### config.mk
export PLATFORM = sky130hd
export DESIGN_NAME = mine_placer
export DESIGN_NICKNAME = d
export VERILOG_FILES = /design/src/rtl/mine_placer.sv
export SDC_FILE = /design/constraint.sdc
export NUM_CORES = 1
export LEC_CHECK = 0
export BUFFER_PORTS_ARGS = -buffer_cell sky130_fd_sc_hd__buf_2
export CAP_MARGIN = 0
export CORE_MARGIN = 2
export CORE_UTILIZATION = 62
export CTS_BUF_LIST = sky130_fd_sc_hd__clkbuf_2
export CTS_CLUSTER_DIAMETER = 40
export CTS_CLUSTER_SIZE = 30
export DETAILED_ROUTE_END_ITERATION = 12
export GPL_ROUTABILITY_DRIVEN = 0
export GPL_TIMING_DRIVEN = 0
export PLACE_DENSITY = 0.87
export SETUP_SLACK_MARGIN = 0.3
export SYNTH_ARGS = -nofsm -noshare
export SYNTH_HDL_FRONTEND = slang
export SYNTH_SLANG_ARGS = --single-unit
### constraint.sdc
create_clock -name in_clka -period 6.33 [get_ports in_clka]
set_input_delay 1.266 -clock in_clka [delete_from_list [all_inputs] [get_ports in_clka]]
set_output_delay 1.266 -clock in_clka [all_outputs]
set_load 0.05 [all_outputs]
### src/rtl/mine_placer.sv
// Places n distinct mines on a 5x5 board from a 5-bit LCG; falls back to lowest-free fill after 64 consecutive rejects.
// Latency: request -> INIT -> one GEN or FILL cycle per candidate -> DONE; in_place is ignored while busy.
module mine_placer (
    input  logic        in_clka,
    input  logic        in_restart,
    input  logic        in_place,
    input  logic [4:0]  in_seed,
    input  logic [4:0]  in_mult,
    input  logic [4:0]  in_incr,
    input  logic [4:0]  in_n_mines,
    output logic [24:0] out_mines,
    output logic        out_place_done,
    output logic        out_busy,
    output logic [2:0]  out_state,
    output logic [4:0]  out_placed_cnt,
    output logic [4:0]  out_cand
);
    localparam int N_CELLS   = 25;
    localparam int MAX_MINES = 24;
    localparam int MAX_TRIES = 64;

    localparam logic [2:0] S_IDLE = 3'd0;
    localparam logic [2:0] S_INIT = 3'd1;
    localparam logic [2:0] S_GEN  = 3'd2;
    localparam logic [2:0] S_FILL = 3'd3;
    localparam logic [2:0] S_DONE = 3'd4;

    logic [2:0]  state;
    logic [24:0] mines;
    logic [4:0]  cnt;
    logic [4:0]  cand;
    logic [4:0]  mult;
    logic [4:0]  incr;
    logic [4:0]  n_tgt;
    logic [6:0]  stall;

    logic [9:0]  prod;
    logic [4:0]  nxt;
    logic        nxt_ok;
    logic [4:0]  free_idx;
    logic        free_found;
    logic [4:0]  cnt_inc;
    logic [6:0]  stall_inc;
    logic [4:0]  n_clamp;
    logic        start;

    always_comb begin
        prod       = {5'd0, cand} * {5'd0, mult};
        nxt        = prod[4:0] + incr;
        nxt_ok     = 1'b0;
        if (nxt < 5'(N_CELLS))
            nxt_ok = ~mines[nxt];
        cnt_inc    = cnt + 5'd1;
        stall_inc  = stall + 7'd1;
        n_clamp    = (in_n_mines > 5'(MAX_MINES)) ? 5'(MAX_MINES) : in_n_mines;
        start      = in_place && ((state == S_IDLE) || (state == S_DONE));
        // FILL target: lowest-index clear cell
        free_idx   = 5'd0;
        free_found = 1'b0;
        for (int i = 0; i < N_CELLS; i++) begin
            if (!free_found && !mines[i]) begin
                free_idx   = 5'(i);
                free_found = 1'b1;
            end
        end
    end

    always_ff @(posedge in_clka) begin
        if (in_restart) begin
            state <= S_IDLE;
            mines <= '0;
            cnt   <= '0;
            cand  <= '0;
            mult  <= '0;
            incr  <= '0;
            n_tgt <= '0;
            stall <= '0;
        end else if (start) begin
            mult  <= in_mult;
            incr  <= in_incr;
            n_tgt <= n_clamp;
            cand  <= in_seed;
            state <= S_INIT;
        end else begin
            case (state)
                S_INIT: begin
                    mines <= '0;
                    cnt   <= '0;
                    stall <= '0;
                    state <= (n_tgt == 5'd0) ? S_DONE : S_GEN;
                end
                S_GEN: begin
                    cand <= nxt;
                    if (nxt_ok) begin
                        mines <= mines | (25'd1 << nxt);
                        cnt   <= cnt_inc;
                        stall <= '0;
                        if (cnt_inc == n_tgt)
                            state <= S_DONE;
                    end else begin
                        stall <= stall_inc;
                        if (stall_inc == 7'(MAX_TRIES))
                            state <= S_FILL;
                    end
                end
                S_FILL: begin
                    mines <= mines | (25'd1 << free_idx);
                    cnt   <= cnt_inc;
                    if (cnt_inc == n_tgt)
                        state <= S_DONE;
                end
                S_IDLE, S_DONE: ;
                default: state <= S_IDLE;
            endcase
        end
    end

    assign out_mines      = mines;
    assign out_placed_cnt = cnt;
    assign out_cand       = cand;
    assign out_state      = state;
    assign out_place_done = (state == S_DONE);
    assign out_busy       = (state == S_INIT) || (state == S_GEN) || (state == S_FILL);
endmodule

==> results.toml, run 1 <==
[place]
portBuffers = 62
hpwlAfterDp_um = 6390
preCtsSetupSlack_ps = 2000

[route]
route.detailed.drc = 0
wl_um = 8620
dr.pass1.iters = 5
wl_per_cell_um = 15.8
via_per_inst = 6.18
ant_nets = 0
drtIter0Drc = 409
via_count = 3376

[final_layout]
layout.nets = 506
utilization_pct = 73.0
fill_cells = 461
area_growth_pct = 14.4
multi_input_area_um2 = 2120
regArea_um2 = 1200
antennaDiodeCount = 0
drive_gt1_share_pct = 21.1

[timing]
fin_ws_ps = 1940
finClkSkew_ps = 21.9
rsz0062_at_grt = "no"
tightest_slew_ps = 952
final_max_slew_viol_count = 0
max_slew_margin_pct = 36.0
setup_viol = 0
hold_viol = 0
fmax_ghz = 0.228
period_needed_ps = 4390
period_share_pct = 69.4
timing.setup.tns_ps = 0

[clock_tree]
h-tree-depth = 3
clock_sinks = 60
clk_pin_slew_ps = 170
cts-hold-fix-buffers = 0
clkLatencyLatePin_ps = 490
post_cts.repair.setup_buffers = 0
cts_made_buffers = 9
cts_root_buffer = "clkbuf_2"
clockBufferDepth = 2
cts_tree = "yes"
cts_resized = 0

[grt]
grt.overflow.total = 0
grt_max_degree = 11
antenna_found_initial = 0
grt_pass1_vias = 3144
grt_pass1_wl_um = 14300
gr-usage-all-layers_pct = 29.0

[setup_path]
crit_family = "adder cells"
r2r-start = "mult[1]"
rr_endpoint = "out_mines[23]"
start_kind = "register"
critPathSlowestCell = "fa_1"
rrSetupSlack_ps = 1940
critPathRequiredTime_ps = 6710
rr_worst_depth = 15
worst_setup_path_end_kind = "register"
cp.buffers_inverters = 4
path_class = "reg2reg"
arrival_ps = 4770
critical_path.max_fanout = 10
cp_cell_sequence = "nand2_1 -> fa_1 -> inv_1 -> ha_1 -> fa_1 -> inv_1 -> fa_1 -> inv_1 -> a221oi_1 -> o31a_1 -> or3_1 -> mux2i_4 -> nor4_4 -> buf_6 -> a32o_1"
cpPeakStageDelay_ps = 560

[die]
core_um2 = 5470
fp.dieH_um = 79.0
rows = 27
initial_core_util_pct = 63.8
dieArea_um2 = 6250
die_width_um = 79.0
pin_count = 63

[logic_synthesis]
netlist_instances = 396
synth_edf_count = 0
syn_avg_cell_area_um2 = 8.82
synth_warnings = 0
synthFlopType = "dfxtp_1"
netlist_area_um2 = 3490
synth_seq_area_share_pct = 34.4
synth_top_area_share_pct = 34.4
syn_nets = 433
synth_top_cell_by_area = "dfxtp_1"
synth-seq-cells = 60
async_flop_share_pct = 0
yosysMostFrequentCell = "dfxtp_1"
synth_area_leaders = "dfxtp_1 (34%), a32o_1 (7.2%), nand2_1 (6.2%)"
yosys-top-cells-count = "dfxtp_1 (60), nand2_1 (58), nor2_1 (30), a21oi_1 (27), a32o_1 (25)"
synthDistinctLibCells = 56

[run]
maxCapViolCount = 0

[power]
vdd_drop_max_v = 0.000144
power_density_nw_per_um2 = 209
p_leak_nw = 1.65

[worst_hold_path]
hold_path_depth = 2
holdPathEnd = "incr[3]"
holdCritPathClass = "reg2reg"
min-delay-start = "incr[3]"

[outcome]
status = "finished, final reports clean"
flip-flops by register name, summed over array words and instances (netlist names):
register	flops
incr	5
mult	5
n_tgt	5
out_cand	5
out_mines	25
out_placed_cnt	5
out_state	3
stall	7
worst reg2reg max path: cells and delay by family, from the launching register on:
family	cells	cell delay [ps]
AOI/OAI and AO/OA	3	550
adders and majority gates	4	1900
buffers and inverters	4	490
DFF	1	440
muxes	1	310
and+or+nand+nor	3	580
worst max path at each step:
stage                start             to  slack (ps)  cells after the start
3_3_place_gp       mult[1]   out_mines[1]        2070                     15
3_5_place_dp       mult[1]   out_mines[7]        2000                     15
2_1_floorplan  out_cand[2]   out_mines[1]        1990                     15
6_report           mult[1]  out_mines[23]        1940                     15
4_1_cts            mult[1]  out_mines[23]        1960                     15
5_1_grt            mult[1]  out_mines[23]        1710                     15
cell usage in the layout (no fill, tap or decap), types with 10 or more instances in the layout:
master / n
nor3_1: 11
nand2_1: 58
inv_1: 20
nand3_1: 18
a32o_1: 25
xnor2_1: 10
dfxtp_1: 60
a21oi_1: 27
buf_2: 65
nor2_1: 30
clkbuf_2: 13
power breakdown:
group          total [mW]  switching [mW]  internal (mW)
logic               0.195           0.130         0.0652
clock network       0.231           0.136         0.0958
registers           0.409          0.0168          0.392
metrics by stage:
stage | instance area [um2] | total power [mW] | hold WS (ps) | cells
after floorplan | 3490 | 0.558 | 436 | 396
after global placement | 3890 | 0.604 | 444 | 530
final | 3990 | 0.835 | 472 | 546
after detailed placement | 3890 | 0.610 | 456 | 530
after CTS | 3990 | 0.834 | 475 | 546
after global routing | 3990 | 0.876 | 507 | 546
routing by layer:
layer	GRT usage, %	vias up	share of wire [%]
li1	-	1598	-
met1	38.2	1612	42
met2	46.7	150	49
met3	5.80	16	6.9
met4	11.9	0	1.6
met5	0	-	0
cell families (layout without fill, tap and decap cells):
logic type	after synthesis	count (layout)	synth area share, %
flip-flops	60	60	34.4
buffers and inverters	36	114	4.91
multiplexers	15	15	6.56
AND/OR/NAND/NOR	157	157	21.4
adder cells (fa/ha/maj)	14	14	6.09
AO/OA/AOI/OAI	92	92	19.5
XOR/XNOR	22	22	7.13
area by class of cell:
cell class	instances	share of cell area, %
Timing Repair Buffer	62	7.77
Inverter	20	1.88
Clock inverter	3	0.940
Sequential cell	60	30.1
Tap cell	72	2.26
Clock buffer	13	1.63
Multi-Input combinational cell	300	53.0
Buffer	16	2.41
(Power assumes the default switching activity.)
==> run 2, diff against run 1 <==
- CORE_UTILIZATION: 62 -> 58
- PLACE_DENSITY: 0.87 -> 0.83
- clock period: 6.33 -> 4.3 ns (I/O delays scaled with it)
==> run 2 against run 1 <==
Effect of this change:
- fmax grew 9.4%
- sequential share of layout area shrank 1.0 points
- via count grew 0.86%
- combinational power grew 64%
- first-iteration DRC count shrank 53%
- critical endpoint is now out_mines[18]
==> results.toml, run 2 (same netlist as run 1, synthesis figures left out) <==
[route]
drtIter0Drc = 194
dr.pass1.iters = 5
via_count = 3405
wl_um = 9000
route.detailed.drc = 0
via_per_inst = 6.08
wl_per_cell_um = 16.1
ant_nets = 0

[timing]
period_share_pct = 93.3
final_max_slew_viol_count = 0
hold_viol = 0
timing.setup.tns_ps = 0
period_needed_ps = 4010
finClkSkew_ps = 46.7
setup_viol = 0
rsz0062_at_grt = "yes"
fin_ws_ps = 288
tightest_slew_ps = 1070
max_slew_margin_pct = 28.2
fmax_ghz = 0.249

[place]
preCtsSetupSlack_ps = 2.06
hpwlAfterDp_um = 6370
portBuffers = 62
postPlaceCellArea_um2 = 3910

[clock_tree]
h-tree-depth = 3
clockBufferDepth = 2
clock_sinks = 60
cts_made_buffers = 9
cts_tree = "yes"
cts-hold-fix-buffers = 0
clk_pin_slew_ps = 200
cts_root_buffer = "clkbuf_2"
clkLatencyLatePin_ps = 490

[run]
maxCapViolCount = 0

[die]
rows = 28
dieArea_um2 = 6660
initial_core_util_pct = 59.3
fp.dieH_um = 81.6
die_width_um = 81.6
pin_count = 63
core_um2 = 5890

[grt]
grt_max_degree = 12
antenna_found_initial = 0
grt_pass1_vias = 3051
gr-usage-all-layers_pct = 27.0
grt_pass1_wl_um = 13800
grt.overflow.total = 0

[power]
p_leak_nw = 1.71
p_sw_uw = 439
vdd_drop_max_v = 0.000172
finalPower_mw = 1.20
power_frac_comb_pct = 26.5
internal-power_uw = 765
power_density_nw_per_um2 = 286
seqPwrFrac_pct = 50.1
swShare_pct = 36.4
clkPwrFrac_pct = 23.4

[setup_path]
critPathSlowestCell = "fa_2"
arrival_ps = 4390
crit_family = "adder cells"
cpPeakStageDelay_ps = 640
cp_cell_sequence = "buf_6 -> nand2_4 -> fa_1 -> inv_1 -> ha_2 -> fa_1 -> inv_2 -> fa_2 -> nor4_1 -> o31a_1 -> or3_4 -> mux2i_4 -> nor4_4 -> buf_4 -> a32o_1"
critPathRequiredTime_ps = 4670
path_class = "reg2reg"
start_kind = "register"
worst_setup_path_end_kind = "register"
path_common_cell = "fa_1"
critical_path.max_fanout = 6
cp.buffers_inverters = 4

[final_layout]
final_area_um2 = 4200
area_growth_pct = 20.4
drive_gt1_share_pct = 28.7
final_cell_mix = "buf_2 (65), nand2_1 (55), dfxtp_1 (54)"
largest_reg_flops = 25
antennaDiodeCount = 0
final_common_cell = "buf_2"
layout.nets = 517

[worst_hold_path]
holdCritPathClass = "reg2reg"

[outcome]
status = "finished, final reports clean"
## run 2: cell types whose count changed in the layout (fill, tap and decap cells not counted), moves of 2 or more
cell / before / now
ha_2: 0 / 2
ha_1: 9 / 6
nand2_2: 1 / 3
nor2_1: 30 / 28
clkbuf_2: 13 / 10
dfxtp_1: 60 / 54
buf_6: 3 / 6
buf_4: 0 / 8
clkinv_2: 0 / 2
inv_1: 20 / 16
dfxtp_4: 0 / 5
nand2_1: 58 / 55
inv_2: 0 / 4
## run 2: metrics by stage
step	util [%]	hold WS, ps	cells
6_report	71.4	470	560
5_1_grt	71.4	499	560
4_1_cts	68.9	470	554
3_5_place_dp	66.4	448	533
3_3_place_gp	66.4	445	533
2_1_floorplan	-	436	396
## run 2: final timing paths
| check | startpoint | endpoint | slack (ps) | cells past startpoint |
|---|---|---|---|---|
| setup / recovery | mult[0] | out_mines[18] | 290 | 15 |
| hold reg to reg | incr[3] | incr[3] | 470 | 2 |
| hold / removal | incr[3] | incr[3] | 470 | 2 |
| setup reg to reg | mult[0] | out_mines[18] | 290 | 15 |
## run 2: cell type report
cell class                 instances  area (um2)
tap                               75        93.8
buffer                            16        96.3
clock buffer                      10        50.0
fill                             480        1680
sequential                        60        1220
timing repair buffer              73         404
multi-input combinational        300        2230
inverter                          20        75.1
clock inverter                     6        31.3
## run 2: what timing repair did
| item | 4_1_cts | 5_1_grt |
|---|---|---|
| resized for setup | 11 | 23 |
| buffers inserted | 5 | 6 |
| pin swaps | 5 | 20 |
| endpoints found under the setup margin | 39 | 40 |
## run 2: layer usage
layer	part of all wire, %	track usage, %
met1	43	34.9
met2	48	44.3
met3	5.9	4.73
met4	2.8	12.0
met5	0	0
## run 2: power by group through the flow
stage / Clock, mW / Sequential (mW) / Combinational, mW
global placement: 0 / 0.613 / 0.278
finish: 0.282 / 0.603 / 0.319
detailed placement: 0 / 0.614 / 0.285
floorplan: 0 / 0.643 / 0.179
global route: 0.308 / 0.606 / 0.343
CTS: 0.285 / 0.602 / 0.295
## run 2: worst reg2reg max path, stage by stage, from the launching register on
cell and delay, ps:
dfxtp_4 410, buf_6 110, nand2_4 40, fa_1 490
inv_1 40, ha_2 180, fa_1 510, inv_2 50
fa_2 640, nor4_1 70, o31a_1 300, or3_4 340
mux2i_4 220, nor4_4 60, buf_4 200, a32o_1 210
